`src/rtl/vending_pkg.sv`:
```
// Definitions shared by the coin acceptor and the vending FSM downstream:
// the 2-bit coin bus encoding and the acceptor state set.
package vending_pkg;

   localparam logic [1:0] COIN_NONE   = 2'd0;
   localparam logic [1:0] COIN_NICKEL = 2'd1;
   localparam logic [1:0] COIN_DIME   = 2'd2;

   typedef enum logic [1:0] {
      ST_IDLE,
      ST_DEBOUNCE,
      ST_HELD,
      ST_JAM
   } acc_state_e;

   function automatic logic [1:0] coin_code(input logic is_dime);
      return is_dime ? COIN_DIME : COIN_NICKEL;
   endfunction

endpackage

```
`src/rtl/coin_sync.sv`:
```
// Two-flop synchroniser for the two raw coin sensor lines.
module coin_sync (
   input  logic       clk,
   input  logic       reset,
   input  logic [1:0] async_i,
   output logic [1:0] sync_o
);

   logic [1:0] meta_q;
   logic [1:0] sync_q;

   always_ff @(posedge clk or negedge reset) begin
      if (!reset) begin
         meta_q <= '0;
         sync_q <= '0;
      end else begin
         meta_q <= async_i;
         sync_q <= meta_q;
      end
   end

   assign sync_o = sync_q;

endmodule

```
`src/rtl/coin_acceptor.sv`:
```
// Coin front end: synchronises and debounces the nickel/dime sensors and emits
// one single-cycle coin code (or reject pulse) per physical coin; flags jams.
module coin_acceptor
   import vending_pkg::*;
#(
   parameter int DEBOUNCE   = 4,
   parameter int JAM_CYCLES = 64,
   parameter int CNT_W      = 8
) (
   input  logic             clk,
   input  logic             reset,
   input  logic             nickel_in,
   input  logic             dime_in,
   input  logic             enable,
   input  logic             jam_clr,
   output logic [1:0]       coin,
   output logic             reject,
   output logic             jam,
   output logic [CNT_W-1:0] accepted
);

   localparam int CW = $clog2(JAM_CYCLES + 1);
   localparam logic [CW-1:0] DEB_LAST = CW'(DEBOUNCE);
   localparam logic [CW-1:0] JAM_LAST = CW'(JAM_CYCLES);

   logic [1:0] sens_sync;
   logic       sn;
   logic       sd;

   acc_state_e       state_q, state_d;
   logic [CW-1:0]    cnt_q, cnt_d;
   logic             dime_q, dime_d;
   logic [1:0]       coin_q, coin_d;
   logic             reject_q, reject_d;
   logic             jam_q, jam_d;
   logic [CNT_W-1:0] acc_q, acc_d;

   logic          latched;
   logic          other;
   logic [CW-1:0] cnt_inc;

   coin_sync u_sync (
      .clk     (clk),
      .reset   (reset),
      .async_i ({dime_in, nickel_in}),
      .sync_o  (sens_sync)
   );

   assign sn = sens_sync[0];
   assign sd = sens_sync[1];

   // Sensor that started the debounce versus the one that must stay quiet.
   assign latched = dime_q ? sd : sn;
   assign other   = dime_q ? sn : sd;
   assign cnt_inc = (cnt_q == JAM_LAST) ? cnt_q : cnt_q + CW'(1);

   always_ff @(posedge clk or negedge reset) begin
      if (!reset) begin
         state_q  <= ST_IDLE;
         cnt_q    <= '0;
         dime_q   <= 1'b0;
         coin_q   <= COIN_NONE;
         reject_q <= 1'b0;
         jam_q    <= 1'b0;
         acc_q    <= '0;
      end else begin
         state_q  <= state_d;
         cnt_q    <= cnt_d;
         dime_q   <= dime_d;
         coin_q   <= coin_d;
         reject_q <= reject_d;
         jam_q    <= jam_d;
         acc_q    <= acc_d;
      end
   end

   always_comb begin
      state_d  = state_q;
      cnt_d    = cnt_q;
      dime_d   = dime_q;
      coin_d   = COIN_NONE;
      reject_d = 1'b0;
      jam_d    = jam_q;
      acc_d    = acc_q;

      case (state_q)
         ST_IDLE: begin
            if (sn && sd) begin
               reject_d = 1'b1;
               state_d  = ST_HELD;
               cnt_d    = '0;
            end else if (sn ^ sd) begin
               state_d = ST_DEBOUNCE;
               dime_d  = sd;
               cnt_d   = CW'(1);
            end
         end

         ST_DEBOUNCE: begin
            if (!latched) begin
               state_d = ST_IDLE;
               cnt_d   = '0;
            end else if (other) begin
               reject_d = 1'b1;
               state_d  = ST_HELD;
               cnt_d    = '0;
            end else if (cnt_inc == DEB_LAST) begin
               // enable matters only on this acceptance sample
               if (enable) begin
                  coin_d = coin_code(dime_q);
                  acc_d  = acc_q + CNT_W'(1);
               end else begin
                  reject_d = 1'b1;
               end
               state_d = ST_HELD;
               cnt_d   = '0;
            end else begin
               cnt_d = cnt_inc;
            end
         end

         ST_HELD: begin
            if (!sn && !sd) begin
               state_d = ST_IDLE;
               cnt_d   = '0;
            end else begin
               cnt_d = cnt_inc;
               if (cnt_inc == JAM_LAST) begin
                  state_d = ST_JAM;
                  jam_d   = 1'b1;
               end
            end
         end

         ST_JAM: begin
            jam_d = 1'b1;
            if (jam_clr && !sn && !sd) begin
               state_d = ST_IDLE;
               jam_d   = 1'b0;
               cnt_d   = '0;
            end
         end

         default: begin
            state_d = ST_IDLE;
            cnt_d   = '0;
         end
      endcase
   end

   assign coin     = coin_q;
   assign reject   = reject_q;
   assign jam      = jam_q;
   assign accepted = acc_q;

endmodule
```
`config.mk`:
```
export PLATFORM = sky130hd
export DESIGN_NAME = coin_acceptor
export DESIGN_NICKNAME = d
export VERILOG_FILES = /design/src/rtl/vending_pkg.sv /design/src/rtl/coin_sync.sv /design/src/rtl/coin_acceptor.sv
export SDC_FILE = /design/constraint.sdc
export NUM_CORES = 1
export LEC_CHECK = 0
export ABC_AREA = 1
export CORE_ASPECT_RATIO = 0.5
export CORE_MARGIN = 1
export CORE_UTILIZATION = 40
export CTS_BUF_LIST = sky130_fd_sc_hd__clkbuf_8 sky130_fd_sc_hd__clkbuf_16
export DETAILED_ROUTE_END_ITERATION = 16
export GPL_ROUTABILITY_DRIVEN = 0
export PLACE_DENSITY = 0.57
export SLEW_MARGIN = 20
export SYNTH_ARGS = -nofsm -noshare
export SYNTH_HDL_FRONTEND = slang
export SYNTH_HIERARCHICAL = 1
export SYNTH_SLANG_ARGS = --single-unit
```
`constraint.sdc`:
```
create_clock -name clk -period 2.41 [get_ports clk]
set_input_delay 0.482 -clock clk [delete_from_list [all_inputs] [get_ports clk]]
set_output_delay 0.482 -clock clk [all_outputs]
set_load 0.03 [all_outputs]
```
==> Word-level counts from Yosys, hierarchy flattened <==
Index checks and enable logic that the tools add are counted.
{ "totals": {"output_inout_bits": 12, "in_bits": 6, "register_bits": 26} }
{ "classes": {"n_eq_ne": 12, "muxes": 36, "n_bitwise": 3, "reduce_logical": 13, "n_addsub": 2} }
{ "ops": {"columns": ["op", "count"], "rows": [
  ["$mux W7", 8],
  ["$mux W2", 14],
  ["$pmux W7 S4", 1],
  ["$eq A7 B7 Y1 const B", 2],
  ["$mux W1", 10],
  ["$add A8 B1 Y8 const B", 1],
  ["$pmux W2 S4", 1],
  ["$add A7 B1 Y7 const B", 1],
  ["$eq A7 B3 Y1 const B", 1],
  ["$ne A2 B2 Y1 const B", 3],
  ["$ne A3 B3 Y1 const B", 2],
  ["$reduce_and A3 Y1", 2],
  ["$reduce_and A5 Y1", 1],
  ["$eq A2 B2 Y1 const B", 2],
  ["$logic_and A1 B1 Y1", 4],
  ["$ne A4 B4 Y1 const B", 1],
  ["$pmux W1 S2", 2],
  ["$reduce_and A4 Y1", 1],
  ["$eq A2 B1 Y1 const B", 1],
  ["$logic_not A1 Y1", 2],
  ["$logic_not A2 Y1", 1],
  ["$not A1 Y1", 2],
  ["$reduce_and A2 Y1", 1],
  ["$reduce_bool A2 Y1", 1],
  ["$xor A1 B1 Y1", 1]
]} }

==> Depth between registers and ports, before layout <==
Gate-level depths: netlist of the first run.
{ "depth": {"ltp_word": 7, "mapped_depth": 15, "depth_no_buf": 15} }

==> Cells and area by module <==
Netlist of the first run, hierarchy kept.
{ "by_module_without_submodules": {"columns": ["mod", "area_each_um2", "seq_area_each_um2", "n_inst", "cells_per_inst"], "rows": [
  ["coin_acceptor", 1470.2, 550.5, 1, 199],
  ["coin_sync", 100.1, 100.1, 1, 4]
]} }

==> Worst setup path after synthesis of the first run <==
OpenSTA, ideal clock, no wires.
{ "synth_timing": {"kind": "register to register", "startpoint": "reg cnt_q[0]", "endpoint": "reg acc_q[3] (netlist: accepted[3])", "synth_period_minus_slack_ps": 1656, "n_path_buf": 0, "required_time_ps": 2297, "arrival_ps": 1543, "setup_ps": 113, "stages_incl_launch_ff": 15, "setup_slack_ps": 754, "cell_sequence": "dfrtp_1 -> inv_2 -> ha_1 -> nand2_1 -> inv_1 -> nand3_1 -> nand2_1 -> clkinv_1 -> nand2_2 -> nor2_4 -> nand2_4 -> nor2_8 -> nand3_1 -> nand2_1 -> inv_1"} }
{ "synth_via": {"elab_chain_cells": 4} }
{ "synth_rtl": {"columns": ["item", "line", "source"], "rows": [
  ["start, declared", "coin_acceptor.sv:31", "logic [CW-1:0] cnt_q, cnt_d;"],
  ["start signal, assigned", "coin_acceptor.sv:68", "cnt_q <= cnt_d;"],
  ["$add A7 B1 Y7 or $eq A7 B7 Y1 (tied branches)", "coin_acceptor.sv:55", "assign cnt_inc = (cnt_q == JAM_LAST) ? cnt_q : cnt_q + CW'(1);"],
  ["$mux W7 (*)", "coin_acceptor.sv:55", null],
  ["$eq A7 B3 Y1 (*)", "coin_acceptor.sv:107", "end else if (cnt_inc == DEB_LAST) begin"],
  ["$reduce_and A5 Y1 (no source line) (*)", null, null],
  ["end signal, assigned", "coin_acceptor.sv:65", "acc_q <= '0;"],
  ["end signal, assigned", "coin_acceptor.sv:73", "acc_q <= acc_d;"],
  ["end, declared", "coin_acceptor.sv:36", "logic [CNT_W-1:0] acc_q, acc_d;"]
]} }
Mark *: on every way between the ends. The rest lies on a longest branch, timed or not.
A chain may end at the register's enable or synchronous reset.

==> Worst setup path after layout of the first run <==
{ "layout_timing": {"startpoint": "reg acc_q[0] (netlist: accepted[0])", "endpoint": "out accepted[0]"} }
{ "layout_lines": {"columns": ["item", "line", "source"], "rows": [
  ["end, declared", "coin_acceptor.sv:19", "output logic [CNT_W-1:0] accepted"]
]} }
No word-level cell between the ends.

==> results.cfg, run 1 <==
[status]
status = completed

[final_layout]
final_cells = 276
area.growth.synth_to_final_pct = 19.92
nets = 238
drive_above_1_share_pct = 14.22
diodes = 0

[worst_setup_path]
r2r-start = cnt_q[0]$_DFFE_PN0P_
cp-start-kind = flop
reg2reg_to = accepted[5]$_DFFE_PN0P_
crit_path_max_fanout = 5
cp_num_cells = 1
cp-endpoint = accepted[0]
cp-end-kind = output port
r2r_cells = 12
cp_data_required_time_ns = 1.93
cp.arrival_ns = 1.41
worstSetupPathType = flop to output port
reg2reg_slack_ns = 0.53
critPathTopFamily = buffers and inverters
critPathBufInv = 1
critPathLaunch = accepted[0]$_DFFE_PN0P_
critPathSlowestCell = clkdlybuf4s50_1
path_cells = clkdlybuf4s50_1
critical-path-max-stage-delay_ns = 0.70

[placed_design]
port_buffers = 17
place_hpwl_um = 2350
placedCellCount = 272

[clock_network]
path_clk_slew_ns = 0.09
cts_max_level = 1
cts_inserted_buffers = 3
ctsLongestPathBuffers = 2
post-cts-setup-buffers = 0
clock_latency_ns = 0.27
cts_tree = done
cts_hold_buf = 0
clock-root-buffer = clkbuf_8
cts_resized = 0
clkSinkCount = 26

[die]
die_h_um = 46.31
rows = 15
core_area_um2 = 3585
initial_core_util_pct = 43.80
die_area_um2 = 4195
io_pins = 18
die_w_um = 90.61

[timing]
period_minus_slack_ns = 1.889
slew_viol_final = 0
layout_worst_path_cycle_share_pct = 78.40
fmax_mhz = 529.2
slew_headroom_pct = 66.74
tightest_slew_ns = 0.4936
hold_viol_final = 0
fin_tns_setup_ns = 0
fin_worst_skew_ns = 0.004746
rsz0062_at_grt = false
setup_viol = 0

[yosys]
mappedNetlistArea_um2 = 1570
ys_seq_area_share_pct = 41.43
postSynthAreaPerCell_um2 = 7.735
syn_inst = 203
synthDistinctLibCells = 26
synth_nets = 215
synth-warning-count = 6
synth-seq-cells = 26

[routing]
postRouteAntennaNets = 0
num_vias = 1299
finalWirelength_um = 3005
drt-vias-per-instance = 4.707
drt_first_pass_iters = 4
drc_errors = 0
wl_per_cell_um = 10.89
drtIter0Drc = 39

[global_route]
grt_pass1_wl_um = 5257
grt_start_max_net_pins = 27
overflow = 0
grt_pass1_vias = 1161
antenna_found_initial = 0
track_usage_pct = 16.26

[pwr]
worst_ir_drop_vdd_uv = 260.9
p_leak_uw = 0.0009709
power_density_nw_per_um2 = 818.9

[flow_run]
maxCapViolations = 0

[min_path]
hp-class = flop to flop
hp-start = u_sync/meta_q[1]$_DFF_PN0_
[cell usage in the layout, fill, tap and decap left out]
cell type / Yosys / routed
o21ai_0: 5 / 5
o221ai_1: 1 / 1
buf_4: 0 / 1
o21bai_1: 1 / 1
inv_1: 32 / 32
nor2_1: 16 / 16
nor2_4: 4 / 4
nand3_1: 14 / 14
o211ai_1: 1 / 1
clkbuf_8: 0 / 3
bufinv_16: 0 / 1
a21oi_1: 2 / 2
nor2_2: 5 / 5
xnor2_1: 1 / 1
nand2_1: 48 / 48
clkinv_1: 1 / 1
ha_1: 6 / 6
a31oi_1: 2 / 2
nand2_2: 9 / 9
nand3_2: 1 / 1
o21ai_1: 3 / 3
xor2_1: 3 / 3
inv_2: 5 / 5
o22ai_1: 4 / 4
nand2_4: 1 / 1
clkdlybuf4s50_1: 0 / 17
nor2_8: 1 / 1
dfrtp_1: 26 / 26
nand4_1: 10 / 10
o21ai_2: 1 / 1
[flip-flops by register name (all words and copies together), names as in the netlist]
signal and cells:
accepted 8, cnt_q 7, coin 2, dime_q 1, jam 1, reject 1, state_q 2, u_sync/meta_q 2
u_sync/sync_o 2
[report_power, final]
group	switching [µW]	internal (µW)	leakage [µW]
registers	84.8	505	0.000337
clock network	139	222	0.0000357
logic	388	204	0.000599
total	611	931	0.000971
[cells by family after synthesis]
family / after synthesis / share of synthesized area (%)
buf+inv: 38 / 9.084
compound gates: 20 / 7.649
xor+xnor: 4 / 2.231
fa+ha+maj: 6 / 4.781
simple gates: 109 / 34.82
flops: 26 / 41.43
[Yosys cell counts]
cell type / n / share of area (%)
nand2_1: 48 / 11
inv_1: 32 / 7.6
dfrtp_1: 26 / 41
nor2_1: 16 / 3.8
nand3_1: 14 / 4.5
nand4_1: 10 / 4.0
nand2_2: 9 / 3.6
ha_1: 6 / 4.8
inv_2: 5 / 1.2
nor2_2: 5 / 2.0
o21ai_0: 5 / 1.6
nor2_4: 4 / 2.9
o22ai_1: 4 / 1.6
o21ai_1: 3 / 0.96
xor2_1: 3 / 1.7
a21oi_1: 2 / 0.64
a31oi_1: 2 / 0.80
clkinv_1: 1 / 0.24
nand2_4: 1 / 0.72
nand3_2: 1 / 0.64
nor2_8: 1 / 1.3
o211ai_1: 1 / 0.48
o21ai_2: 1 / 0.56
o21bai_1: 1 / 0.48
o221ai_1: 1 / 0.56
xnor2_1: 1 / 0.56
[per-stage QoR]
stage | cell area [µm²] | power, µW | utilization (%) | hold WS [ns] | worst slack [ns]
finish | 1883 | 1542 | 52.53 | 0.3555 | 0.5205
global route | 1883 | 1668 | 52.53 | 0.3698 | 0.2558
CTS | 1883 | 1556 | 52.53 | 0.3587 | 0.5046
detailed placement | 1812 | 1192 | 50.54 | 0.3362 | 0.4574
global placement | 1812 | 1187 | 50.54 | 0.3392 | 0.4620
floorplan | 1570 | 1029 | - | 0.1864 | 0.7538
[metal layers]
layer | global-route usage (%) | part of all wire, % | up-vias
met5 | 0 | 0 | -
met4 | 3.871 | 0.70 | 0
met3 | 3.960 | 3.5 | 2
met2 | 27.27 | 43 | 20
met1 | 21.75 | 53 | 591
li1 | - | - | 686
[worst register-to-register path, stage by stage, from the launching register on]
cell and delay, ns:
dfrtp_1 0.46, inv_2 0.09, ha_1 0.20, nand2_1 0.07, inv_1 0.06, nand3_1 0.10
nand2_1 0.12, nor2_1 0.10, nand3_1 0.09, nor2_2 0.18, nand2_2 0.13, o21ai_1 0.13
nand2_1 0.06
[area by class of cell]
class,instances,area [µm²]
fillers,344,1702
multi-input cells,139,777.0
flip-flops and latches,26,650.6
repair buffers,18,177.7
inverters,38,142.6
well taps,51,63.81
clock buffers,3,41.29
clock inverters,1,30.03
[worst min-delay path by stage]
stage	endpoint	slack (ns)	cells after the start
3_5_place_dp	u_sync/sync_o[1]$_DFF_PN0_	0.34	0
3_3_place_gp	u_sync/sync_o[1]$_DFF_PN0_	0.34	0
4_1_cts	u_sync/sync_o[1]$_DFF_PN0_	0.36	0
5_1_grt	u_sync/sync_o[0]$_DFF_PN0_	0.37	0
2_1_floorplan	accepted[0]$_DFFE_PN0P_	0.19	0
6_report	u_sync/sync_o[1]$_DFF_PN0_	0.36	0
(Power assumes the default switching activity.)
==> run 2: changes to the inputs <==
PLACE_DENSITY = 0.59   (was 0.57)
clock period = 1.6 ns   (was 2.41 ns; I/O delays follow)
==> results.cfg, run 2 (synthesized netlist as in run 1, its figures left out) <==
[timing]
fin_worst_skew_ns = 0.004456
period_minus_slack_ns = 1.707
hold_viol_final = 0
tightest_slew_ns = 0.3480
slew_headroom_pct = 76.80
fmax_mhz = 585.7
rsz0062_at_grt = true
slew_viol_final = 0
fin_tns_setup_ns = -0.7841
postLayoutSetupSlackWorst_ns = -0.1074
layout_worst_path_cycle_share_pct = 106.7
setup_viol = 12

[final_layout]
diodes = 0
most-common-layout-cells = nand2_1, inv_1, dfrtp_1, buf_4, nor2_1
layout_commonest_cell = nand2_1
fillCellCount = 344
area.growth.synth_to_final_pct = 34.98
nets = 259
final_util_pct = 59.13
ff_latch_area_um2 = 650.6
drive_above_1_share_pct = 28.86
multi_input_area_um2 = 867.1
largest_reg_flops = 8
final_area_um2 = 2120

[clock_network]
cts_hold_buf = 0
cts_max_level = 1
path_clk_slew_ns = 0.09
clock_latency_ns = 0.27
cts_inserted_buffers = 3
ctsLongestPathBuffers = 2
clkSinkCount = 26
cts_tree = done
clock-root-buffer = clkbuf_8

[die]
die_h_um = 46.31
initial_core_util_pct = 43.80
die_area_um2 = 4195
core_area_um2 = 3585
die_w_um = 90.61
rows = 15
io_pins = 18

[global_route]
grt_pass1_wl_um = 5851
track_usage_pct = 18.32
overflow = 0
antenna_found_initial = 0
grt_pass1_vias = 1312
grt_start_max_net_pins = 27

[pwr]
power.total_uw = 2668
p_leak_uw = 0.001145
power_density_nw_per_um2 = 1259
worst_ir_drop_vdd_uv = 535.5

[worst_setup_path]
cp_data_required_time_ns = 1.77
crit_path_max_fanout = 6
worstSetupPathType = flop to flop
cp-end-kind = flop
cp-start-kind = flop
cp.arrival_ns = 1.88

[routing]
num_vias = 1397
drt-vias-per-instance = 4.704
postRouteAntennaNets = 0
wl_per_cell_um = 11.57
drt_first_pass_iters = 4
drc_errors = 0
drtIter0Drc = 68
finalWirelength_um = 3435

[status]
violations = setup timing
status = finished, violations left

[placed_design]
placedInstanceArea_um2 = 1986
place_hpwl_um = 2598
port_buffers = 17

[flow_run]
maxCapViolations = 0

[min_path]
hp-class = flop to flop
==> run 2: worst paths after layout <==
kind | depth (start not counted) | start | slack, ns | to
min | 0 | u_sync/meta_q[1]$_DFF_PN0_ | 0.36 | u_sync/sync_o[1]$_DFF_PN0_
max reg2reg | 12 | cnt_q[1]$_DFFE_PN0P_ | -0.11 | accepted[2]$_DFFE_PN0P_
min in group asynchronous | 2 | reset | 0.41 | u_sync/sync_o[0]$_DFF_PN0_
max | 12 | cnt_q[1]$_DFFE_PN0P_ | -0.11 | accepted[2]$_DFFE_PN0P_
max in group asynchronous | 2 | reset | 0.93 | cnt_q[4]$_DFFE_PN0P_
min reg2reg | 0 | u_sync/meta_q[1]$_DFF_PN0_ | 0.36 | u_sync/sync_o[1]$_DFF_PN0_
==> run 2: final cells by class <==
class,instances,share of cell area [%]
inverters,38,6.730
clock buffers,3,1.948
multi-input cells,139,40.91
flip-flops and latches,26,30.70
repair buffers,39,15.29
clock inverters,1,1.417
well taps,51,3.011
==> run 2: where the power goes <==
part / internal (µW) / switching, µW / leakage (µW)
Sequential: 760 / 110 / 0.000337
Clock: 335 / 213 / 0.0000357
Combinational: 544 / 707 / 0.000773
==> run 2: stage by stage <==
stage	cells	setup slack (ns)	hold WS [ns]
floorplan	203	-0.01567	0.02441
global placement	290	-0.1421	0.3326
detailed placement	290	-0.1485	0.3347
CTS	297	-0.07918	0.3584
global route	297	-0.2669	0.3695
finish	297	-0.1074	0.3550
==> run 2: repair_timing <==
item	4_1_cts	5_1_grt
resized for setup	22	7
setup buffers	3	0
pin swaps	5	0
setup endpoints to repair	29	21
==> run 2: metal layers <==
layer	track usage [%]	up-vias	part of all wire, %
met5	0	-	0
met4	2.903	0	0
met3	3.960	0	2.4
met2	32.27	17	45
met1	24.17	643	52
li1	-	737	-
==> run 2: critical path, stage by stage (launching register included) <==
cell,delay (ns)
dfrtp_1,0.40
ha_2,0.22
nand2_2,0.10
nor2_2,0.12
nand3_1,0.09
nand2_2,0.12
inv_2,0.05
nor2_4,0.11
nand2_4,0.10
nor2_8,0.14
nand2_1,0.07
nand2_1,0.05
nand2_1,0.04
==> run 3: changes to the inputs <==
PLACE_DENSITY = 0.57   (was 0.59)
clock period = 1.75 ns   (was 1.6 ns; I/O delays follow)
==> results.cfg, run 3 (synthesized netlist as in run 1, its figures left out) <==
[status]
status = completed

[routing]
drt_first_pass_iters = 4
finalWirelength_um = 3377
wl_per_cell_um = 11.85
drt-vias-per-instance = 4.684
drc_errors = 0
postRouteAntennaNets = 0
num_vias = 1335
drtIter0Drc = 24

[timing]
fmax_mhz = 572.1
layout_worst_path_cycle_share_pct = 99.88
period_minus_slack_ns = 1.748
fin_worst_skew_ns = 0.006969
slew_viol_final = 0
setup_viol = 0
slew_headroom_pct = 77.68
hold_viol_final = 0
holdWs_ns = 0.3558
tightest_slew_ns = 0.3335
rsz0062_at_grt = true

[final_layout]
drive_above_1_share_pct = 26.07
area.growth.synth_to_final_pct = 32.27
largest_reg_flops = 8
most-common-layout-cells = nand2_1, inv_1, dfrtp_1, nor2_1, nand4_1
final_util_pct = 57.94
diodes = 0
fillCellCount = 340
layout_commonest_cell = nand2_1
final_cells = 285
nets = 247

[clock_network]
cts_max_level = 1
clock-root-buffer = clkbuf_8
path_clk_slew_ns = 0.09
cts_inserted_buffers = 3
cts_tree = done
clock_latency_ns = 0.28
ctsLongestPathBuffers = 2
clkSinkCount = 26

[min_path]
hp-start = u_sync/meta_q[0]$_DFF_PN0_
hp-class = flop to flop

[global_route]
grt_start_max_net_pins = 27
antenna_found_initial = 0
grt_util_met1_pct = 22.57
grt_pass1_wl_um = 5520
grtUsageMet2_pct = 28.64
grt_pass1_vias = 1207
track_usage_pct = 17.15
overflow = 0
busiest_layer = met2
met3_usage_pct = 3.960

[pwr]
p_leak_uw = 0.001132
power_density_nw_per_um2 = 1096
power.total_uw = 2277
worst_ir_drop_vdd_uv = 416.0

[worst_setup_path]
cp-start-kind = flop
critPathLaunch = cnt_q[0]$_DFFE_PN0P_
cp.arrival_ns = 1.96
worstSetupPathType = flop to flop
cp-end-kind = flop
crit_path_max_fanout = 5
r2r-start = cnt_q[0]$_DFFE_PN0P_
cp_data_required_time_ns = 1.97

[die]
die_area_um2 = 4195
io_pins = 18
initial_core_util_pct = 43.80
rows = 15
die_w_um = 90.61
core_area_um2 = 3585
die_h_um = 46.31

[placed_design]
placedCellCount = 279
place_hpwl_um = 2447
port_buffers = 17

[flow_run]
maxCapViolations = 0
[run 3: changes by cell type in the layout (fill, tap and decap cells not counted), moves of 2 or more]
| cell | before | now |
|---|---|---|
| nor2_2 | 8 | 5 |
| clkdlybuf4s50_1 | 5 | 9 |
| o21ai_1 | 4 | 2 |
| nand2_4 | 3 | 6 |
| xor2_2 | 0 | 2 |
| dlymetal6s2s_1 | 1 | 5 |
| buf_4 | 22 | 9 |
| nor2_4 | 5 | 7 |
| xor2_1 | 3 | 1 |
| o21ai_0 | 2 | 5 |
| nand2_2 | 10 | 7 |
| dlygate4sd2_1 | 11 | 3 |
[run 3: worst max-delay path, stage by stage, from the launching register on]
cell and delay [ns]:
dfrtp_1 0.40, ha_2 0.25, nand2_4 0.08, nor2_4 0.13, nand3_2 0.10, nand2_4 0.09, inv_2 0.04, nor2_4 0.11
nand2_4 0.10, buf_6 0.13, nor2_4 0.08, nand4_1 0.10, nand2_1 0.08
[run 3: area by class of cell]
cell class	count	area [µm²]	share of cell area, %
Sequential cell	26	651.9	31.39
Timing Repair Buffer	27	257.7	12.41
Multi-Input combinational cell	139	905.9	43.61
Tap cell	51	63.81	3.072
Clock buffer	4	55.05	2.651
Inverter	38	142.6	6.867
[run 3: path summary, 6_finish.rpt]
| check | end | slack, ns | cells after the start |
|---|---|---|---|
| max in group asynchronous | cnt_q[2]$_DFFE_PN0P_ | 1.05 | 2 |
| setup / recovery | accepted[7]$_DFFE_PN0P_ | 0.002 | 12 |
| hold / removal | u_sync/sync_o[0]$_DFF_PN0_ | 0.36 | 0 |
| setup reg to reg | accepted[7]$_DFFE_PN0P_ | 0.002 | 12 |
| min in group asynchronous | u_sync/meta_q[1]$_DFF_PN0_ | 0.43 | 2 |
| hold reg to reg | u_sync/sync_o[0]$_DFF_PN0_ | 0.36 | 0 |
[run 3: power breakdown]
group          total, µW  switching, µW  internal [µW]  leakage, µW
clock                399            197            202    0.0000288
sequential           800            105            696     0.000335
combinational       1080            644            434     0.000768
[run 3: through the flow]
step	setup TNS (ns)	instance area, µm²	setup WS (ns)
final	0	2077	0.002014
after global routing	-0.8567	2077	-0.1285
after floorplan	0	1570	0.09377
after detailed placement	-0.1251	1864	-0.04672
after CTS	0	1936	0.001787
after global placement	0	1864	0.002118
[run 3: repair_timing]
action	in CTS	in global routing
setup endpoints to repair	8	20
buffers inserted	1	1
cloned	0	0
pin swaps	0	11
resized for setup	6	34
hold buffers	0	0
[run 3: layer usage]
metal / vias to the layer above / wire (µm)
met5: - / 0
met4: 0 / 30
met3: 4 / 94
met2: 14 / 1538
met1: 613 / 1714
li1: 704 / -
